===== src/rtl/pe_config_loader.sv =====
// Programming-phase front end for the PE mesh: turns a valid/ready stream of config
// beats into one-hot load pulses, broadcast instruction/data and a programmed bitmap.
module pe_config_loader #(
  parameter int NUM_PE   = 16,
  parameter int IDX_W    = 6,
  parameter int LOAD_GAP = 1
) (
  input  logic              clk,
  input  logic              reset,
  input  logic              cfg_valid,
  output logic              cfg_ready,
  input  logic [IDX_W-1:0]  cfg_idx,
  input  logic              cfg_bcast,
  input  logic              cfg_clear,
  input  logic [3:0]        cfg_instr,
  input  logic [31:0]       cfg_data,
  input  logic              cfg_last,
  input  logic              reconfig,
  output logic [NUM_PE-1:0] pe_reset,
  output logic [NUM_PE-1:0] pe_load,
  output logic [3:0]        pe_instruction,
  output logic [31:0]       pe_data,
  output logic [NUM_PE-1:0] programmed,
  output logic              mesh_run,
  output logic              err_idx
);

  typedef enum logic [1:0] {IDLE, ISSUE, GAP, DONE} state_e;

  localparam logic [IDX_W:0] NUM_PE_W = (IDX_W+1)'(NUM_PE);
  localparam logic [3:0]     GAP_LAST = 4'((LOAD_GAP > 0) ? (LOAD_GAP - 1) : 0);

  state_e            state_q, state_d;
  logic [3:0]        gap_cnt_q, gap_cnt_d;
  logic              last_q, last_d;
  logic              cfg_ready_q, cfg_ready_d;
  logic [NUM_PE-1:0] pe_reset_q, pe_reset_d;
  logic [NUM_PE-1:0] pe_load_q, pe_load_d;
  logic [3:0]        instr_q, instr_d;
  logic [31:0]       data_q, data_d;
  logic [NUM_PE-1:0] programmed_q, programmed_d;
  logic              mesh_run_q, mesh_run_d;
  logic              err_idx_q, err_idx_d;

  logic              xfer;
  logic              in_range;
  logic [NUM_PE-1:0] onehot;

  assign xfer     = cfg_valid & cfg_ready_q;
  assign in_range = ({1'b0, cfg_idx} < NUM_PE_W);

  always_comb begin
    onehot = '0;
    for (int i = 0; i < NUM_PE; i++) begin
      onehot[i] = (cfg_idx == IDX_W'(i));
    end
  end

  always_ff @(posedge clk) begin
    if (reset) begin
      state_q   <= IDLE;
      gap_cnt_q <= '0;
      last_q    <= 1'b0;
    end else begin
      state_q   <= state_d;
      gap_cnt_q <= gap_cnt_d;
      last_q    <= last_d;
    end
  end

  always_comb begin
    state_d   = state_q;
    gap_cnt_d = '0;
    unique case (state_q)
      IDLE:  if (xfer) state_d = ISSUE;
      ISSUE: begin
        if (LOAD_GAP > 0) state_d = GAP;
        else              state_d = last_q ? DONE : IDLE;
      end
      GAP: begin
        gap_cnt_d = gap_cnt_q + 4'd1;
        if (gap_cnt_q == GAP_LAST) begin
          state_d   = last_q ? DONE : IDLE;
          gap_cnt_d = '0;
        end
      end
      DONE:  if (reconfig) state_d = IDLE;
      default: state_d = IDLE;
    endcase
  end

  // The beat is decoded straight off the bus on the transfer edge so the load
  // pulse lands in the ISSUE cycle, one cycle after the handshake.
  always_comb begin
    last_d       = last_q;
    cfg_ready_d  = (state_d == IDLE);
    mesh_run_d   = (state_d == DONE);
    pe_reset_d   = '0;
    pe_load_d    = '0;
    instr_d      = instr_q;
    data_d       = data_q;
    programmed_d = programmed_q;
    err_idx_d    = err_idx_q;
    if (state_q == IDLE && xfer) begin
      last_d = cfg_last;
      if (cfg_clear) begin
        pe_reset_d   = '1;
        programmed_d = '0;
      end else begin
        instr_d = cfg_instr;
        data_d  = cfg_data;
        if (cfg_bcast) begin
          pe_load_d    = '1;
          programmed_d = '1;
        end else if (in_range) begin
          pe_load_d    = onehot;
          programmed_d = programmed_q | onehot;
        end else begin
          err_idx_d = 1'b1;
        end
      end
    end
    if (state_q == DONE && reconfig) begin
      programmed_d = '0;
      err_idx_d    = 1'b0;
    end
  end

  always_ff @(posedge clk) begin
    if (reset) begin
      cfg_ready_q  <= 1'b0;
      pe_reset_q   <= '1;
      pe_load_q    <= '0;
      instr_q      <= '0;
      data_q       <= '0;
      programmed_q <= '0;
      mesh_run_q   <= 1'b0;
      err_idx_q    <= 1'b0;
    end else begin
      cfg_ready_q  <= cfg_ready_d;
      pe_reset_q   <= pe_reset_d;
      pe_load_q    <= pe_load_d;
      instr_q      <= instr_d;
      data_q       <= data_d;
      programmed_q <= programmed_d;
      mesh_run_q   <= mesh_run_d;
      err_idx_q    <= err_idx_d;
    end
  end

  assign cfg_ready      = cfg_ready_q;
  assign pe_reset       = pe_reset_q;
  assign pe_load        = pe_load_q;
  assign pe_instruction = instr_q;
  assign pe_data        = data_q;
  assign programmed     = programmed_q;
  assign mesh_run       = mesh_run_q;
  assign err_idx        = err_idx_q;

endmodule


===== config.mk =====
export PLATFORM = sky130hd
export DESIGN_NAME = pe_config_loader
export DESIGN_NICKNAME = d
export VERILOG_FILES = /design/src/rtl/pe_config_loader.sv
export SDC_FILE = /design/constraint.sdc
export NUM_CORES = 1
export LEC_CHECK = 0
export ABC_CLOCK_PERIOD_IN_PS = 2750
export CAP_MARGIN = 20
export CORE_MARGIN = 4
export CORE_UTILIZATION = 35
export DETAILED_ROUTE_END_ITERATION = 16
export GPL_ROUTABILITY_DRIVEN = 0
export HOLD_SLACK_MARGIN = 0.1
export PLACE_DENSITY_LB_ADDON = 0.12
export SLEW_MARGIN = 5
export SYNTH_ARGS = -nofsm -noshare
export SYNTH_HDL_FRONTEND = slang
export SYNTH_SLANG_ARGS = --single-unit

===== constraint.sdc =====
create_clock -name clk -period 2.75 [get_ports clk]
set_input_delay 0.55 -clock clk [delete_from_list [all_inputs] [get_ports clk]]
set_output_delay 0.55 -clock clk [all_outputs]
set_load 0.01 [all_outputs]

==> results.md <==
- The signal arrival time at the worst endpoint is 1530 ps.
- The leakage component of the power is 1.58 nW.
- The length of the first detailed-routing pass in iterations is 4.
- The initial cell density of the core is 0.367.
- The largest single stage delay on the critical path is just over 600 ps.
- The clock edge transition at the registers on the reported setup and hold paths is around 70 ps.
- The cell depth of the worst min-delay path is 2.
- The number of standard cells after synthesis is between 300 and 400.
- The number of global-route vias before repair came to 2,760.
- The data required time at the worst endpoint is roughly 2200 ps.
- In the global route stage, overall resource usage came out at 0.160.
- Once detail routing completed, the nets flagged for antenna violations numbered 0.
- From synthesis to final layout, the design area changed by 44.4%.
- The wire length of the first global-routing pass is 14.3 mm.
- The number of CTS-inserted buffers is 9.
- The DRC violation count after routing is 0.
- The number of nets in the synthesized netlist is roughly 420.
- The HPWL after detailed placement is 6.21 mm.
- In the layout the commonest cells are 135 x sky130_fd_sc_hd__clkdlybuf4s50_1, 79 x sky130_fd_sc_hd__dfxtp_1, 53 x sky130_fd_sc_hd__a21oi_1, 38 x sky130_fd_sc_hd__nand3_1, 37 x sky130_fd_sc_hd__o21ai_0.
- Dividing the final minimum period by the clock period gives 0.758.
- The synthesized area per cell is roughly 8.9 µm².
- In this run the cell area measured after placement is approximately 4500 µm².
- Detailed routing inserted a total of a little under 3,000 vias.
- The post-CTS setup repair buffer count is 0.
- The class of the worst hold path is reg2reg.
- The final hold slack is 474 ps.
- The register area share after synthesis is 0.485.
- The core outline area is between 8000 and 9000 µm².
- The final hold violation count came to 0.
- The async set-reset flop share out of synthesis is 0.
- The number of pins with negative max-slew slack in the final report was 0.
- The count of final setup violators is 0.
- The port buffer count is about 140.
- The fraction of final layout cells with drive strength greater than 1 is 0.0713.
- The floorplan step set the die height to 105 µm.
- The mean routed wirelength per cell is 15.2 µm.
- During I/O placement, the number of pins put on the boundary was about 140.
- The number of enable flip-flop cells after synthesis is 0.
- The number of clock sinks seen by CTS is 79.
- The die covers 10,900 µm².
- For this run, the number of Yosys warnings is 0.
- Setup repair after global routing left no endpoint under its margin.
- Once the clock tree was built, the resizer swapped 0 gates to a different size.
- The dominant delay contributor by cell family on the critical path is buffers and inverters.
- The logic depth of the worst setup path including buffers is 1.
- The global route total overflow is 0.
- The count of hold-fix buffers inserted at cts is 0.
- Leaving out fill and tap cells, the most frequent cell in the layout is sky130_fd_sc_hd__clkdlybuf4s50_1.
- The peak clock frequency supported by timing is ~480 MHz.
- The run finished with clean final reports.
- The pin count of the biggest net entering global routing is 42.
- Together, buffers and inverters on the worst path number 1.
- For the pin with the worst max-slew slack, the measured transition is roughly 670 ps.
- In this run the worst path has a maximum fanout of 16.
- The depth of the worst register-to-register path is 3.
- The post-synthesis register bit count is 79.
- The CTS tree is yes.
- The number of different library cells used by synthesis comes to 38.
- The floorplan step set the die width to between 100 and 150 µm.
- The cell area that synthesis handed to floorplanning was around 3300 µm².
- The final net count is about 520.
- The max-slew headroom at the worst pin is 0.555.
- The final clock skew is approximately 7.8 ps.
- The largest voltage drop on the vdd net is ~0.0002 V.
- After routing, the total negative slack on setup checks comes to 0 ps.
- The count of inserted antenna diode cells is 0.
- Max-cap violations in this run came to 0.
- CTS placed an instance of sky130_fd_sc_hd__clkbuf_8 at the clock tree root.
- In this run the deepest clock path goes through 2 buffers.
- The slowest stage of the critical path is the sky130_fd_sc_hd__clkdlybuf4s50_1 cell.
- The number of DRC markers after the initial detailed-route iteration is roughly 150.
- The total power density per cell area is slightly below 500 nW/µm².
- The aggregate routed wire length is a little under 9 mm.
- The nature of the critical path endpoint is an output port.
- After routing the design area is roughly 4700 µm².
- By startpoint and endpoint, the worst setup path is classified as reg2out.
- The clock period could shrink to around 2100 ps.
- Walking the worst path, the cells encountered are clkdlybuf4s50_1.
- Row generation in the floorplan step produced 34 rows.
- The initial antenna violation count was 0.
- After detailed routing, the number of vias per cell comes to 5.09.
- The main flop type after synthesis is sky130_fd_sc_hd__dfxtp_1.
- The H-tree was split into 3 levels.
- Clock latency on the worst-skew pair, taken at its later pin, is approximately 340 ps.
- STA classifies the critical path startpoint as a register.
[registers in the layout, summed over array words and instances (netlist names)]
name            flops
cfg_ready           1
pe_instruction      4
pe_data            32
gap_cnt_q           4
programmed         16
err_idx             1
mesh_run            1
pe_load            16
state_q             2
pe_reset            1
last_q              1
[area by class of cell]
class,count,area [µm²]
Clock buffer,10,138
Clock inverter,6,36.3
Fill cell,840,4180
Inverter,21,78.8
Multi-Input combinational cell,218,1330
Sequential cell,79,1580
Tap cell,108,135
Timing Repair Buffer,143,1410
[metrics by stage]
stage | total power [W] | std cells | utilization | setup slack [ps]
finish | 0.00233 | 585 | 0.530 | 665
global route | 0.00244 | 585 | 0.530 | 497
CTS | 0.00235 | 585 | 0.530 | 622
detailed placement | 0.00159 | 569 | 0.510 | 363
global placement | 0.00159 | 569 | 0.510 | 390
floorplan | 0.00141 | 366 | - | 1230
[worst min-delay path, stage by stage (launching register included)]
cell                       delay, ps
sky130_fd_sc_hd__dfxtp_1         320
sky130_fd_sc_hd__inv_1            50
sky130_fd_sc_hd__a211oi_1         50
[worst paths after layout]
check	startpoint	end	slack, ps
worst max-delay path	pe_reset[14]	pe_reset[14]	670
worst min-delay path	programmed[12]	programmed[12]	470
worst max register to register	state_q[1]	pe_load[4]	1030
worst min register to register	programmed[12]	programmed[12]	470
[per-layer routing]
| metal | track usage | part of all wire | vias to the layer above |
|---|---|---|---|
| met5 | 0 | 0 | - |
| met4 | 0.0437 | 0.017 | 0 |
| met3 | 0.0583 | 0.068 | 12 |
| met2 | 0.259 | 0.46 | 105 |
| met1 | 0.202 | 0.45 | 1375 |
| li1 | - | - | 1487 |
[cells by family after synthesis]
group | synth area share
compound gates | 0.236
fa+ha+maj | 0.00767
buf+inv | 0.107
xor+xnor | 0.00537
flops | 0.485
simple gates | 0.159
[synthesized netlist by cell type, types with 2 or more instances]
| library cell | number | area [µm²] |
|---|---|---|
| sky130_fd_sc_hd__a21oi_1 | 53 | 265 |
| sky130_fd_sc_hd__nand3_1 | 38 | 190 |
| sky130_fd_sc_hd__ha_1 | 2 | 25.0 |
| sky130_fd_sc_hd__o21ai_0 | 37 | 185 |
| sky130_fd_sc_hd__nor4b_4 | 2 | 47.6 |
| sky130_fd_sc_hd__nor3_1 | 2 | 10.0 |
| sky130_fd_sc_hd__and4bb_2 | 2 | 25.0 |
| sky130_fd_sc_hd__dfxtp_1 | 79 | 1580 |
| sky130_fd_sc_hd__clkbuf_1 | 17 | 63.8 |
| sky130_fd_sc_hd__buf_2 | 9 | 45.0 |
| sky130_fd_sc_hd__buf_4 | 19 | 143 |
| sky130_fd_sc_hd__nand2_1 | 3 | 11.3 |
| sky130_fd_sc_hd__nor2b_1 | 4 | 25.0 |
| sky130_fd_sc_hd__nor2_1 | 23 | 86.3 |
| sky130_fd_sc_hd__a211oi_1 | 31 | 233 |
| sky130_fd_sc_hd__nor4_4 | 2 | 42.5 |
| sky130_fd_sc_hd__a31oi_1 | 2 | 12.5 |
| sky130_fd_sc_hd__inv_1 | 21 | 78.8 |
[report_power, final]
group	leakage [nW]	switching [W]	total (W)	internal (W)
Sequential	0.640	0.0000225	0.00120	0.00118
Combinational	0.848	0.000176	0.000364	0.000188
Clock	0.0918	0.000415	0.000762	0.000348
Total	1.58	0.000613	0.00233	0.00171
No activity file was read; power rests on OpenSTA's default activity.
